### src/rtl/sub_seq_pkg.sv
// Shared types and constants for the serial subtract sequencer.
package sub_seq_pkg;

   typedef enum logic [1:0] {
      IDLE = 2'd0,
      RUN  = 2'd1,
      DONE = 2'd2
   } sub_seq_state_t;

   localparam int SLICE_DEFAULT = 4;

   // A single-slice build still needs a 1-bit index register.
   function automatic int idx_width(input int nslice);
      return (nslice > 1) ? $clog2(nslice) : 1;
   endfunction

endpackage

### src/rtl/nibble_sub_slice.sv
// Combinational SLICE-bit slice computing {cout, s} = a + ~b + cin.
module nibble_sub_slice #(
   parameter int SLICE = 4
) (
   input  logic [SLICE-1:0] a,
   input  logic [SLICE-1:0] b,
   input  logic             cin,
   output logic [SLICE-1:0] s,
   output logic             cout
);

   logic [SLICE:0] w_sum;

   // ~b sits inside a concatenation so it inverts at SLICE bits, not at the
   // widened SLICE+1 context width, which would set a spurious carry bit.
   assign w_sum = {1'b0, a} + {1'b0, ~b} + {{SLICE{1'b0}}, cin};
   assign s     = w_sum[SLICE-1:0];
   assign cout  = w_sum[SLICE];

endmodule

### src/rtl/serial_subtract_sequencer.sv
// Multi-cycle WIDTH-bit subtractor reusing one SLICE-bit slice, LSB slice first.
// Define SUB_SEQ_OVF_EN to add the registered signed-overflow output ovf.
module serial_subtract_sequencer
   import sub_seq_pkg::*;
#(
   parameter int WIDTH = 16,
   parameter int SLICE = SLICE_DEFAULT
) (
   input  logic             clk,
   input  logic             rst,
   input  logic             in_valid,
   output logic             in_ready,
   input  logic [WIDTH-1:0] a,
   input  logic [WIDTH-1:0] b,
   output logic             out_valid,
   input  logic             out_ready,
   output logic [WIDTH-1:0] diff,
   output logic             cout,
   output logic             zero
`ifdef SUB_SEQ_OVF_EN
   ,
   output logic             ovf
`endif
);

   localparam int NSLICE = WIDTH / SLICE;
   localparam int IDX_W  = idx_width(NSLICE);
   localparam logic [IDX_W-1:0] LAST_IDX = IDX_W'(NSLICE - 1);

   sub_seq_state_t   r_state;
   logic [WIDTH-1:0] r_a;
   logic [WIDTH-1:0] r_b;
   logic [WIDTH-1:0] r_diff;
   logic [IDX_W-1:0] r_idx;
   logic             r_carry;
   logic             r_cout;
   logic             r_zero;
   logic             r_out_valid;
`ifdef SUB_SEQ_OVF_EN
   logic             r_ovf;
`endif

   logic [SLICE-1:0] w_a_sl;
   logic [SLICE-1:0] w_b_sl;
   logic [SLICE-1:0] w_s;
   logic             w_c;
   logic [WIDTH-1:0] w_diff_next;
   logic             w_accept;

   assign w_accept = (r_state == IDLE) && in_valid;
   assign w_a_sl   = r_a[r_idx*SLICE +: SLICE];
   assign w_b_sl   = r_b[r_idx*SLICE +: SLICE];

   nibble_sub_slice #(.SLICE(SLICE)) u_slice (
      .a    (w_a_sl),
      .b    (w_b_sl),
      .cin  (r_carry),
      .s    (w_s),
      .cout (w_c)
   );

   // NOTE: give every always_comb output a full default before any partial
   // update; otherwise untouched bits hold their old value and infer a latch.
   always_comb begin
      w_diff_next = r_diff;
      w_diff_next[r_idx*SLICE +: SLICE] = w_s;
   end

   // NOTE: operand registers carry no reset; they are only read after a
   // handshake has loaded them, so a reset would buy nothing.
   always_ff @(posedge clk) begin
      if (w_accept) begin
         r_a <= a;
         r_b <= b;
      end
   end

   // NOTE: sequential state uses non-blocking assignments so every register
   // samples pre-edge values, independent of statement order.
   always_ff @(posedge clk or posedge rst) begin
      if (rst) begin
         r_state     <= IDLE;
         r_idx       <= '0;
         r_diff      <= '0;
         r_carry     <= 1'b0;
         r_cout      <= 1'b0;
         r_zero      <= 1'b0;
         r_out_valid <= 1'b0;
`ifdef SUB_SEQ_OVF_EN
         r_ovf       <= 1'b0;
`endif
      end else begin
         case (r_state)
            IDLE: begin
               if (in_valid) begin
                  r_carry <= 1'b1;
                  r_idx   <= '0;
                  r_state <= RUN;
               end
            end
            RUN: begin
               r_diff  <= w_diff_next;
               r_carry <= w_c;
               if (r_idx == LAST_IDX) begin
                  r_idx       <= '0;
                  r_cout      <= w_c;
                  r_zero      <= (w_diff_next == '0);
                  r_out_valid <= 1'b1;
`ifdef SUB_SEQ_OVF_EN
                  r_ovf       <= (r_a[WIDTH-1] != r_b[WIDTH-1]) &&
                                 (w_s[SLICE-1] != r_a[WIDTH-1]);
`endif
                  r_state     <= DONE;
               end else begin
                  r_idx <= r_idx + 1'b1;
               end
            end
            DONE: begin
               // Result is held until the consumer takes it; zero is only
               // meaningful while out_valid is high.
               if (out_ready) begin
                  r_out_valid <= 1'b0;
                  r_zero      <= 1'b0;
                  r_state     <= IDLE;
               end
            end
            default: r_state <= IDLE;
         endcase
      end
   end

   assign in_ready  = (r_state == IDLE);
   assign out_valid = r_out_valid;
   assign diff      = r_diff;
   assign cout      = r_cout;
   assign zero      = r_zero;
`ifdef SUB_SEQ_OVF_EN
   assign ovf       = r_ovf;
`endif

endmodule

### config.mk
export PLATFORM = sky130hd
export DESIGN_NAME = serial_subtract_sequencer
export DESIGN_NICKNAME = d
export VERILOG_FILES = /design/src/rtl/sub_seq_pkg.sv /design/src/rtl/nibble_sub_slice.sv /design/src/rtl/serial_subtract_sequencer.sv
export SDC_FILE = /design/constraint.sdc
export NUM_CORES = 1
export LEC_CHECK = 0
export ABC_AREA = 1
export ABC_CLOCK_PERIOD_IN_PS = 3200
export BUFFER_PORTS_ARGS = -buffer_cell sky130_fd_sc_hd__buf_2
export CAP_MARGIN = 20
export CORE_AREA = 2 2 77 79
export DETAILED_ROUTE_END_ITERATION = 10
export DIE_AREA = 0 0 79 81
export GPL_TIMING_DRIVEN = 0
export PLACE_DENSITY = 0.83
export SLEW_MARGIN = 20
export SYNTH_ARGS = -nofsm -noshare
export SYNTH_HDL_FRONTEND = slang
export SYNTH_SLANG_ARGS = --single-unit
### constraint.sdc
create_clock -name clk -period 3.2 [get_ports clk]
set_input_delay 0.32 -clock clk [delete_from_list [all_inputs] [get_ports clk]]
set_output_delay 0.32 -clock clk [all_outputs]
set_load 0.02 [all_outputs]
==> impl_metrics.csv, run 1 <==
group,metric,value,unit
power_and_ir_drop,p_total,0.00341,W
grt,grt_max_degree,34,
final_layout,layout-drive-gt1-share,25.1,%
grt,first_global_vias,1935,
sta,max_freq,0.332,GHz
synthesis,syn_nets,334,
setup_path,cp_slowest_cell,"fa_1",
power_and_ir_drop,max-vdd-ir-drop,0.571,mV
floorplan,die-area,6400,sq um
grt,grt_pass1_wl,8570,um
routing,drc,0,
sta,min_period,3.01,ns
sta,tightestPinTransition,0.866,ns
final_layout,num_antenna_cells,0,
final_layout,seqCellArea,1560,sq um
grt,grt_usage,17.3,%
setup_path,cp.arrival,3.26,ns
sta,setup_tns,0,ns
sta,rsz0062_at_grt,"false",
clock_tree,clkTransAtPathRegs,0.10,ns
clock_tree,clock_sinks,56,
synthesis,yosysSeqAreaShare,57.8,%
setup_path,cp-start-kind,"register",
clock_tree,htree_levels,2,
routing,ant_nets,0,
setup_path,slowest_delay,0.44,ns
sta,finClkSkew,0.00832,ns
setup_path,cp_common_cell,"nand2_1",
setup_path,cp_cell_sequence,"buf_6, buf_2, nand2_1, a32o_1, fa_1, inv_2, fa_1, nand2_2, inv_2, nand2_1, nand2_1, nor2_1, nand2_1, nor2_1, nand2_1, nor2_1, nand3_1, nand2_1",
sta,final-hold-violation-count,0,
routing,wire_per_inst,12.2,um
min_path,hold_class,"input port to async pin",
floorplan,std_cell_rows,28,
routing,first_iter_violations,91,
setup_path,worstSetupPathType,"register to register",
setup_path,worstSetupEndpointType,"register",
synthesis,postSynthCellCount,287,
final_layout,layout.cells.most_common,"nand2_1",
setup_path,worst-path-buf-inv,4,
flow_run,drv_cap,0,
sta,slew_headroom,42.2,%
floorplan,die_w,79,um
floorplan,die_height,81,um
synthesis,syn_avg_cell_area,9.42,sq um
final_layout,multiInputGateArea,973,sq um
placement,port_buffers,55,
grt,antenna_found_initial,0,
placement,gp_congestion,0.863,
clock_tree,clockBufferDepth,2,
clock_tree,cts_root_buf,"clkbuf_8",
setup_path,cp.required,3.45,ns
outcome,status,"finished clean",
power_and_ir_drop,leakage,1.50,nW
routing,routed_wl,5180,um
routing,viasPerCell,4.95,
routing,vias,2109,
sta,slew_viol_final,0,
floorplan,io_pins,56,
power_and_ir_drop,power_density,1070,nW/um^2
final_layout,syn_to_final_growth,18.3,%
clock_tree,clk_latency,0.31,ns
clock_tree,tritoncts,"built",
setup_path,cp_max_fo,10,
placement,dp_hpwl,3930,um
synthesis,syn_area,2700,sq um
final_layout,final_cell_mix,"nand2_1, buf_2, nor2_1",
synthesis,ys_warn_count,0,
final_layout,fin_nets,397,
grt,grt-ovfl-total,0,
sta,setup_violations,0,
synthesis,synth_cell_type_count,28,
floorplan,initial_utilization,47.6,%
final_layout,fillers,526,
floorplan,core,5680,sq um
sta,fin_crit_sh,94.0,%
setup_path,crit_family,"simple AND/OR/NAND/NOR gates",
synthesis,ys_seq_elements,56,
clock_tree,numCtsBuffers,5,
routing,drtPass1Iterations,4,
-- stage by stage --
stage	util, %	std cells	area, sq um	hold slack [ns]	worst slack (ns)
2_1_floorplan	-	287	2700	0.335	0.570
3_3_place_gp	54.1	417	3070	0.453	0.0822
3_5_place_dp	54.1	417	3070	0.463	0.00258
4_1_cts	56.1	425	3180	0.176	0.0788
5_1_grt	56.3	426	3200	0.168	0.00298
6_report	56.3	426	3200	0.174	0.191
-- per-layer routing --
layer | share of wire (%) | vias up | track usage, %
li1 | - | 1078 | -
met1 | 42 | 964 | 21.0
met2 | 51 | 58 | 31.3
met3 | 5.1 | 9 | 3.56
met4 | 1.5 | 0 | 5.34
met5 | 0 | - | 0
-- flip-flops by register name, indices dropped and copies added, names as in the netlist --
name and count:
zero 1, cout 1, diff 16, r_a 16, r_b 16, r_carry 1, r_idx 2, out_valid 1
r_state 2
-- synthesized netlist by cell type --
cell      instances  share of area, %
a32o_1            4               1.5
o21ai_0          18               3.3
ha_1              9               4.2
inv_4             1              0.23
nand4_1           2              0.46
clkbuf_1          4              0.56
edfxtp_1         32                36
o21ai_1           3              0.56
inv_1            25               3.5
nand3_1           9               1.7
clkinv_1          1              0.14
o22ai_1           4              0.93
o211ai_1          2              0.56
buf_2             3              0.56
inv_2             6              0.83
nand2_2           3              0.69
o21bai_1          1              0.28
a21oi_1           7               1.3
a31oi_1           7               1.6
fa_1              2               1.5
buf_6             1              0.42
a21boi_2          1              0.42
nand3b_1          1              0.28
dfrtp_1          24                22
nor2_1           38               5.3
a21oi_2           1              0.32
nand2_1          74                10
nor2_2            4              0.93
-- layout make-up --
class	count	share of cell area, %
repair buffers	56	8.85
multi-input cells	190	30.5
plain buffers	8	1.45
clock inverters	3	1.33
inverters	33	3.95
flip-flops and latches	56	48.9
well taps	75	2.94
clock buffers	5	2.15
-- final timing paths --
path / startpoint / to / slack (ns) / cells after the start
min in group clk: a[3] / r_a[3]$_DFFE_PP_ / 0.18 / 1
worst min register to register: out_valid$_DFFE_PP0P_ / out_valid$_DFFE_PP0P_ / 0.48 / 2
max in group asynchronous: rst / r_idx[1]$_DFFE_PP0P_ / 2.44 / 2
worst max-delay path: r_idx[0]$_DFFE_PP0P_ / zero$_DFFE_PP0P_ / 0.19 / 18
worst max register to register: r_idx[0]$_DFFE_PP0P_ / zero$_DFFE_PP0P_ / 0.19 / 18
worst min-delay path: rst / diff[6]$_DFFE_PP0P_ / 0.17 / 2
-- report_power, final --
group	leakage, nW	switching, W	internal, W
logic	0.844	0.00122	0.000631
clock network	0.0558	0.000222	0.000232
registers	0.601	0.000114	0.000996
total	1.50	0.00155	0.00186
-- worst register-to-register path, cell delays in order, from the launching register on --
cell	delay, ns
dfrtp_1	0.43
buf_6	0.16
buf_2	0.23
nand2_1	0.08
a32o_1	0.27
fa_1	0.38
inv_2	0.08
fa_1	0.44
nand2_2	0.12
inv_2	0.03
nand2_1	0.07
nand2_1	0.05
nor2_1	0.12
nand2_1	0.07
nor2_1	0.08
nand2_1	0.05
nor2_1	0.08
nand3_1	0.12
nand2_1	0.08
-- cell families after synthesis --
kind of cell               Yosys count  share of synthesized area [%]
and+or+nand+nor                    131                           19.6
DFF                                 56                           57.8
AOI/OAI and AO/OA                   48                           10.8
buffers and inverters               41                           6.20
adders and majority gates           11                           5.65
-- repair_timing --
item,4_1_cts,5_1_grt
pin swaps,0,1
resized for setup,1,5
hold buffers,0,0
endpoints found under the setup margin,1,1
setup buffers,0,1
Power figures use the tool's default switching activity.
==> run 2, diff against run 1 <==
--- a/config.mk
+++ b/config.mk
@@ -13,7 +13,7 @@
 export DETAILED_ROUTE_END_ITERATION = 10
 export DIE_AREA = 0 0 79 81
 export GPL_TIMING_DRIVEN = 0
-export PLACE_DENSITY = 0.83
+export PLACE_DENSITY = 0.7
 export SLEW_MARGIN = 20
 export SYNTH_ARGS = -nofsm -noshare
 export SYNTH_HDL_FRONTEND = slang
==> run 2 against run 1 <==
Against the previous run: worst setup slack improved by 0.033 ns; die area did not move; final cell count rose by 0.23%; highest routed layer unchanged; largest power group unchanged; worst hold slack improved by 0.0021 ns; count of clock-buffer cells in the layout did not move.
==> impl_metrics.csv, run 2 (synthesis results as in run 1) <==
group,metric,value,unit
final_layout,final_cell_mix,"nand2_1, buf_2, nor2_1",
floorplan,die-area,6400,sq um
sta,setup_violations,0,
setup_path,worstSetupPathType,"register to register",
sta,final-hold-violation-count,0,
clock_tree,clock_sinks,56,
floorplan,io_pins,56,
grt,grt_pass1_wl,8790,um
grt,antenna_found_initial,0,
power_and_ir_drop,max-vdd-ir-drop,0.472,mV
placement,gp_congestion,0.873,
final_layout,syn_to_final_growth,18.9,%
routing,first_iter_violations,70,
setup_path,worst-path-buf-inv,4,
outcome,status,"finished clean",
clock_tree,htree_levels,2,
sta,layout_setup_ws,0.223,ns
setup_path,cp_slowest_cell,"fa_1",
setup_path,slowest_delay,0.46,ns
sta,max_freq,0.336,GHz
sta,finClkSkew,0.00657,ns
setup_path,worstSetupEndpointType,"register",
floorplan,initial_utilization,47.6,%
floorplan,std_cell_rows,28,
routing,vias,2080,
grt,grt-ovfl-total,0,
final_layout,utilization,56.6,%
grt,grt_usage,17.7,%
routing,wire_per_inst,12.1,um
final_layout,layout-drive-gt1-share,24.7,%
clock_tree,clkTransAtPathRegs,0.10,ns
clock_tree,clockBufferDepth,2,
grt,grt_max_degree,25,
power_and_ir_drop,leakage,1.51,nW
clock_tree,cts_root_buf,"clkbuf_8",
floorplan,die_w,79,um
final_layout,fin_nets,398,
setup_path,cp_cell_sequence,"buf_6, buf_2, nand2_1, a32o_1, fa_1, inv_1, fa_1, nand2_2, inv_2, nand2_1, nand2_1, nor2_1, nand2_1, nor2_1, nand2_1, nor2_1, nand3_1, nand2_1",
routing,drc,0,
routing,viasPerCell,4.87,
sta,slew_headroom,39.2,%
min_path,hold_class,"input port to register",
placement,dp_slack,-0.0220,ns
setup_path,cp.required,3.46,ns
setup_path,cp_num_cells,18,
min_path,holdPathStages,1,
setup_path,cp-start-kind,"register",
placement,dp_hpwl,3880,um
routing,drtPass1Iterations,5,
routing,routed_wl,5190,um
flow_run,drv_cap,0,
clock_tree,postCtsHoldBufs,0,
setup_path,cp_max_fo,10,
setup_path,cp.arrival,3.24,ns
routing,ant_nets,0,
sta,slew_viol_final,0,
floorplan,core,5680,sq um
placement,port_buffers,55,
sta,min_period,2.98,ns
final_layout,num_antenna_cells,0,
clock_tree,numCtsBuffers,5,
clock_tree,tritoncts,"built",
grt,first_global_vias,1969,
sta,fin_crit_sh,93.0,%
clock_tree,clk_latency,0.31,ns
setup_path,cp_common_cell,"nand2_1",
power_and_ir_drop,power_density,1060,nW/um^2
floorplan,die_height,81,um
sta,tightestPinTransition,0.911,ns
final_layout,layout.cells.most_common,"nand2_1",
setup_path,crit_family,"simple AND/OR/NAND/NOR gates",
setup_path,ff2ff_path_depth,18,
final_layout,fillers,525,
sta,rsz0062_at_grt,"false",
## run 2: layout make-up
class	count	area (sq um)	area share [%]
flip-flops and latches	56	1560	48.6
plain buffers	8	48.8	1.52
well taps	75	93.8	2.92
inverters	33	126	3.93
clock buffers	5	68.8	2.14
multi-input cells	190	973	30.3
clock inverters	3	42.5	1.32
repair buffers	57	298	9.26
## run 2: power by group
part	switching, W	internal, W
clock network	0.000229	0.000232
registers	0.000109	0.000994
logic	0.00121	0.000641
## run 2: path summary, 6_finish.rpt
check | from | slack (ns) | endpoint
hold / removal | a[3] | 0.18 | r_a[3]$_DFFE_PP_
max in group asynchronous | rst | 2.40 | r_idx[1]$_DFFE_PP0P_
hold reg to reg | out_valid$_DFFE_PP0P_ | 0.48 | out_valid$_DFFE_PP0P_
setup / recovery | r_idx[0]$_DFFE_PP0P_ | 0.22 | zero$_DFFE_PP0P_
setup reg to reg | r_idx[0]$_DFFE_PP0P_ | 0.22 | zero$_DFFE_PP0P_
min in group asynchronous | rst | 0.19 | diff[8]$_DFFE_PP0P_
## run 2: worst register-to-register path: cells and delay by family (launching register included)
family          cells  cell delay, ns
fa+ha+maj           2            0.82
simple gates       11            0.92
compound gates      1            0.29
flops               1            0.40
buf+inv             4            0.50
## run 2: stage by stage
stage	hold WS, ns	power (W)	cells	area (sq um)	setup TNS [ns]
6_report	0.176	0.00342	427	3210	0
5_1_grt	0.160	0.00374	427	3210	0
4_1_cts	0.170	0.00342	426	3200	0
3_5_place_dp	0.455	0.00296	418	3090	-0.0220
3_3_place_gp	0.454	0.00290	417	3070	0
2_1_floorplan	0.335	0.00247	287	2700	0
## run 2: repair_timing
action | CTS | global route
setup endpoints to repair | 1 | 1
buffers inserted | 0 | 1
resized for setup | 1 | 8
## run 2: routing by layer
metal	wire [um]	global-route usage [%]	vias up
met3	223	3.22	4
met1	2330	22.6	939
li1	-	-	1086
met4	48	4.14	0
met2	2580	31.7	51
met5	0	0	-
==> run 3, diff against run 2 <==
--- a/config.mk
+++ b/config.mk
@@ -6,14 +6,13 @@
 export NUM_CORES = 1
 export LEC_CHECK = 0
 export ABC_AREA = 1
-export ABC_CLOCK_PERIOD_IN_PS = 3200
 export BUFFER_PORTS_ARGS = -buffer_cell sky130_fd_sc_hd__buf_2
 export CAP_MARGIN = 20
-export CORE_AREA = 2 2 77 79
+export CORE_AREA = 2 2 104 106
 export DETAILED_ROUTE_END_ITERATION = 10
-export DIE_AREA = 0 0 79 81
+export DIE_AREA = 0 0 106 108
 export GPL_TIMING_DRIVEN = 0
-export PLACE_DENSITY = 0.7
+export PLACE_DENSITY = 0.42
 export SLEW_MARGIN = 20
 export SYNTH_ARGS = -nofsm -noshare
 export SYNTH_HDL_FRONTEND = slang
==> run 3 against run 2 <==
Against the previous run: worst hold slack worse by 0.099 ns; sequential share of layout area is 1.2 points lower; critical path depth is 1 lower; highest routed layer unchanged; non-clock buffer count is 2 higher; clock skew is 0.0014 ns higher; critical path type unchanged; worst setup slack worse by 0.018 ns; total power is 0.27% higher.
==> impl_metrics.csv, run 3 (synthesis results as in run 1) <==
group,metric,value,unit
clock_tree,clock_sinks,56,
floorplan,die_w,106,um
final_layout,layout.cells.most_common,"nand2_1",
power_and_ir_drop,p_int,0.00182,W
final_layout,fin_nets,400,
final_layout,final_area,3300,sq um
sta,slew_viol_final,0,
sta,max_freq,0.334,GHz
setup_path,cp_slowest_cell,"dfrtp_2",
grt,grt_usage,11.6,%
power_and_ir_drop,leakage,1.51,nW
sta,slew_headroom,40.3,%
sta,min_period,3.00,ns
routing,viasPerCell,4.26,
clock_tree,postCtsHoldBufs,0,
placement,dpl_cell_area,3150,sq um
final_layout,utilization,32.2,%
sta,final-hold-violation-count,0,
power_and_ir_drop,switching_share,46.9,%
power_and_ir_drop,seqPwrFrac,32.3,%
sta,setup_violations,0,
sta,finClkSkew,0.00802,ns
clock_tree,clk_latency,0.31,ns
routing,wire_per_inst,12.8,um
setup_path,worst-path-buf-inv,4,
setup_path,worstSetupEndpointType,"register",
grt,grt_max_degree,34,
final_layout,num_antenna_cells,0,
grt,grt-ovfl-total,0,
clock_tree,numCtsBuffers,5,
floorplan,std_cell_rows,37,
power_and_ir_drop,p_switching,0.00161,W
floorplan,core,10200,sq um
floorplan,initial_utilization,26.4,%
floorplan,die-area,11400,sq um
placement,dp_hpwl,4700,um
routing,vias,2086,
setup_path,cp_max_fo,12,
setup_path,cp_cell_sequence,"inv_1, clkbuf_4, a32o_1, fa_1, inv_2, fa_1, nand2_2, inv_2, nand2_1, nand2_1, nor2_1, nand2_1, nor2_1, nand2_1, nor2_1, nand3_1, nand2_1",
final_layout,layout-drive-gt1-share,26.8,%
grt,first_global_vias,2148,
power_and_ir_drop,p_total,0.00343,W
clock_tree,htree_levels,2,
placement,port_buffers,55,
clock_tree,clkTransAtPathRegs,0.11,ns
sta,rsz0062_at_grt,"false",
setup_path,reg2reg_from,"r_idx[1]$_DFFE_PP0P_",
flow_run,drv_cap,0,
setup_path,slowest_delay,0.46,ns
sta,whs,0.0769,ns
routing,drtPass1Iterations,4,
floorplan,io_pins,56,
sta,fin_crit_sh,93.6,%
routing,first_iter_violations,46,
setup_path,worstSetupPathType,"register to register",
floorplan,die_height,108,um
sta,tightestPinTransition,0.890,ns
clock_tree,clockBufferDepth,2,
grt,grt_pass1_wl,10500,um
min_path,hold_class,"input port to async pin",
setup_path,crit_family,"simple AND/OR/NAND/NOR gates",
setup_path,cp.arrival,3.24,ns
final_layout,fillers,1077,
setup_path,cp_common_cell,"nand2_1",
setup_path,cp-start-kind,"register",
final_layout,final_cell_mix,"nand2_1, buf_2, nor2_1",
power_and_ir_drop,max-vdd-ir-drop,0.339,mV
final_layout,syn_to_final_growth,22.0,%
power_and_ir_drop,p_clk_share,11.7,%
grt,antenna_found_initial,0,
clock_tree,cts_root_buf,"clkbuf_8",
routing,routed_wl,6300,um
outcome,status,"finished clean",
setup_path,startpoint,"r_idx[1]$_DFFE_PP0P_",
clock_tree,tritoncts,"built",
power_and_ir_drop,combinationalPowerShare,56.0,%
power_and_ir_drop,power_density,1040,nW/um^2
routing,ant_nets,0,
setup_path,cp.required,3.45,ns
routing,drc,0,
placement,gp_congestion,0.757,
## run 3: power by group through the flow
| stage | sequential, W | combinational, W | clock (W) |
|---|---|---|---|
| finish | 0.00111 | 0.00192 | 0.000400 |
| global route | 0.00114 | 0.00221 | 0.000448 |
| CTS | 0.00111 | 0.00188 | 0.000423 |
| detailed placement | 0.00113 | 0.00187 | 0 |
| global placement | 0.00113 | 0.00186 | 0 |
| floorplan | 0.00121 | 0.00126 | 0 |
## run 3: repair_timing
item	in CTS	in global routing
endpoints found under the setup margin	1	1
gates resized for setup	2	16
buffers inserted	0	4
hold endpoints to repair	0	0
pin swaps	0	1
## run 3: worst reg2reg max path, cell delays in order, from the launching register on
cell and delay (ns):
dfrtp_2 0.46, inv_1 0.11, clkbuf_4 0.22, a32o_1 0.33, fa_1 0.38, inv_2 0.09, fa_1 0.43, nand2_2 0.13
inv_2 0.03, nand2_1 0.09, nand2_1 0.06, nor2_1 0.12, nand2_1 0.07, nor2_1 0.09, nand2_1 0.06, nor2_1 0.09
nand3_1 0.12, nand2_1 0.07
## run 3: worst paths after layout
check	endpoint	slack (ns)	cells past startpoint
max reg2reg	zero$_DFFE_PP0P_	0.20	17
max	zero$_DFFE_PP0P_	0.20	17
min reg2reg	out_valid$_DFFE_PP0P_	0.48	2
min in group clk	r_a[3]$_DFFE_PP_	0.18	1
min	r_carry$_DFFE_PP0P_	0.08	2
max in group asynchronous	r_idx[1]$_DFFE_PP0P_	2.67	2
## run 3: cell type report
| cell class | count | area (sq um) | share of cell area, % |
|---|---|---|---|
| clock buffers | 5 | 68.8 | 2.09 |
| repair buffers | 59 | 305 | 9.26 |
| plain buffers | 8 | 55.1 | 1.67 |
| inverters | 33 | 126 | 3.83 |
| clock inverters | 3 | 22.5 | 0.683 |
| multi-input cells | 190 | 986 | 29.9 |
| flip-flops and latches | 56 | 1560 | 47.4 |
| well taps | 136 | 170 | 5.16 |
## run 3: per-layer routing
layer | wire length [um] | GRT usage (%) | vias up
met4 | 36 | 2.35 | 0
met5 | 0 | 0 | -
met1 | 3090 | 15.4 | 951
met3 | 246 | 2.47 | 4
met2 | 2920 | 19.6 | 50
li1 | - | - | 1081
## run 3: per-stage QoR
| step | std cells | worst slack (ns) | TNS [ns] |
|---|---|---|---|
| finish | 490 | 0.205 | 0 |
| global route | 490 | 0.00278 | 0 |
| CTS | 486 | 0.0656 | 0 |
| detailed placement | 478 | -0.184 | -0.184 |
| global placement | 478 | -0.169 | -0.169 |
| floorplan | 287 | 0.570 | 0 |
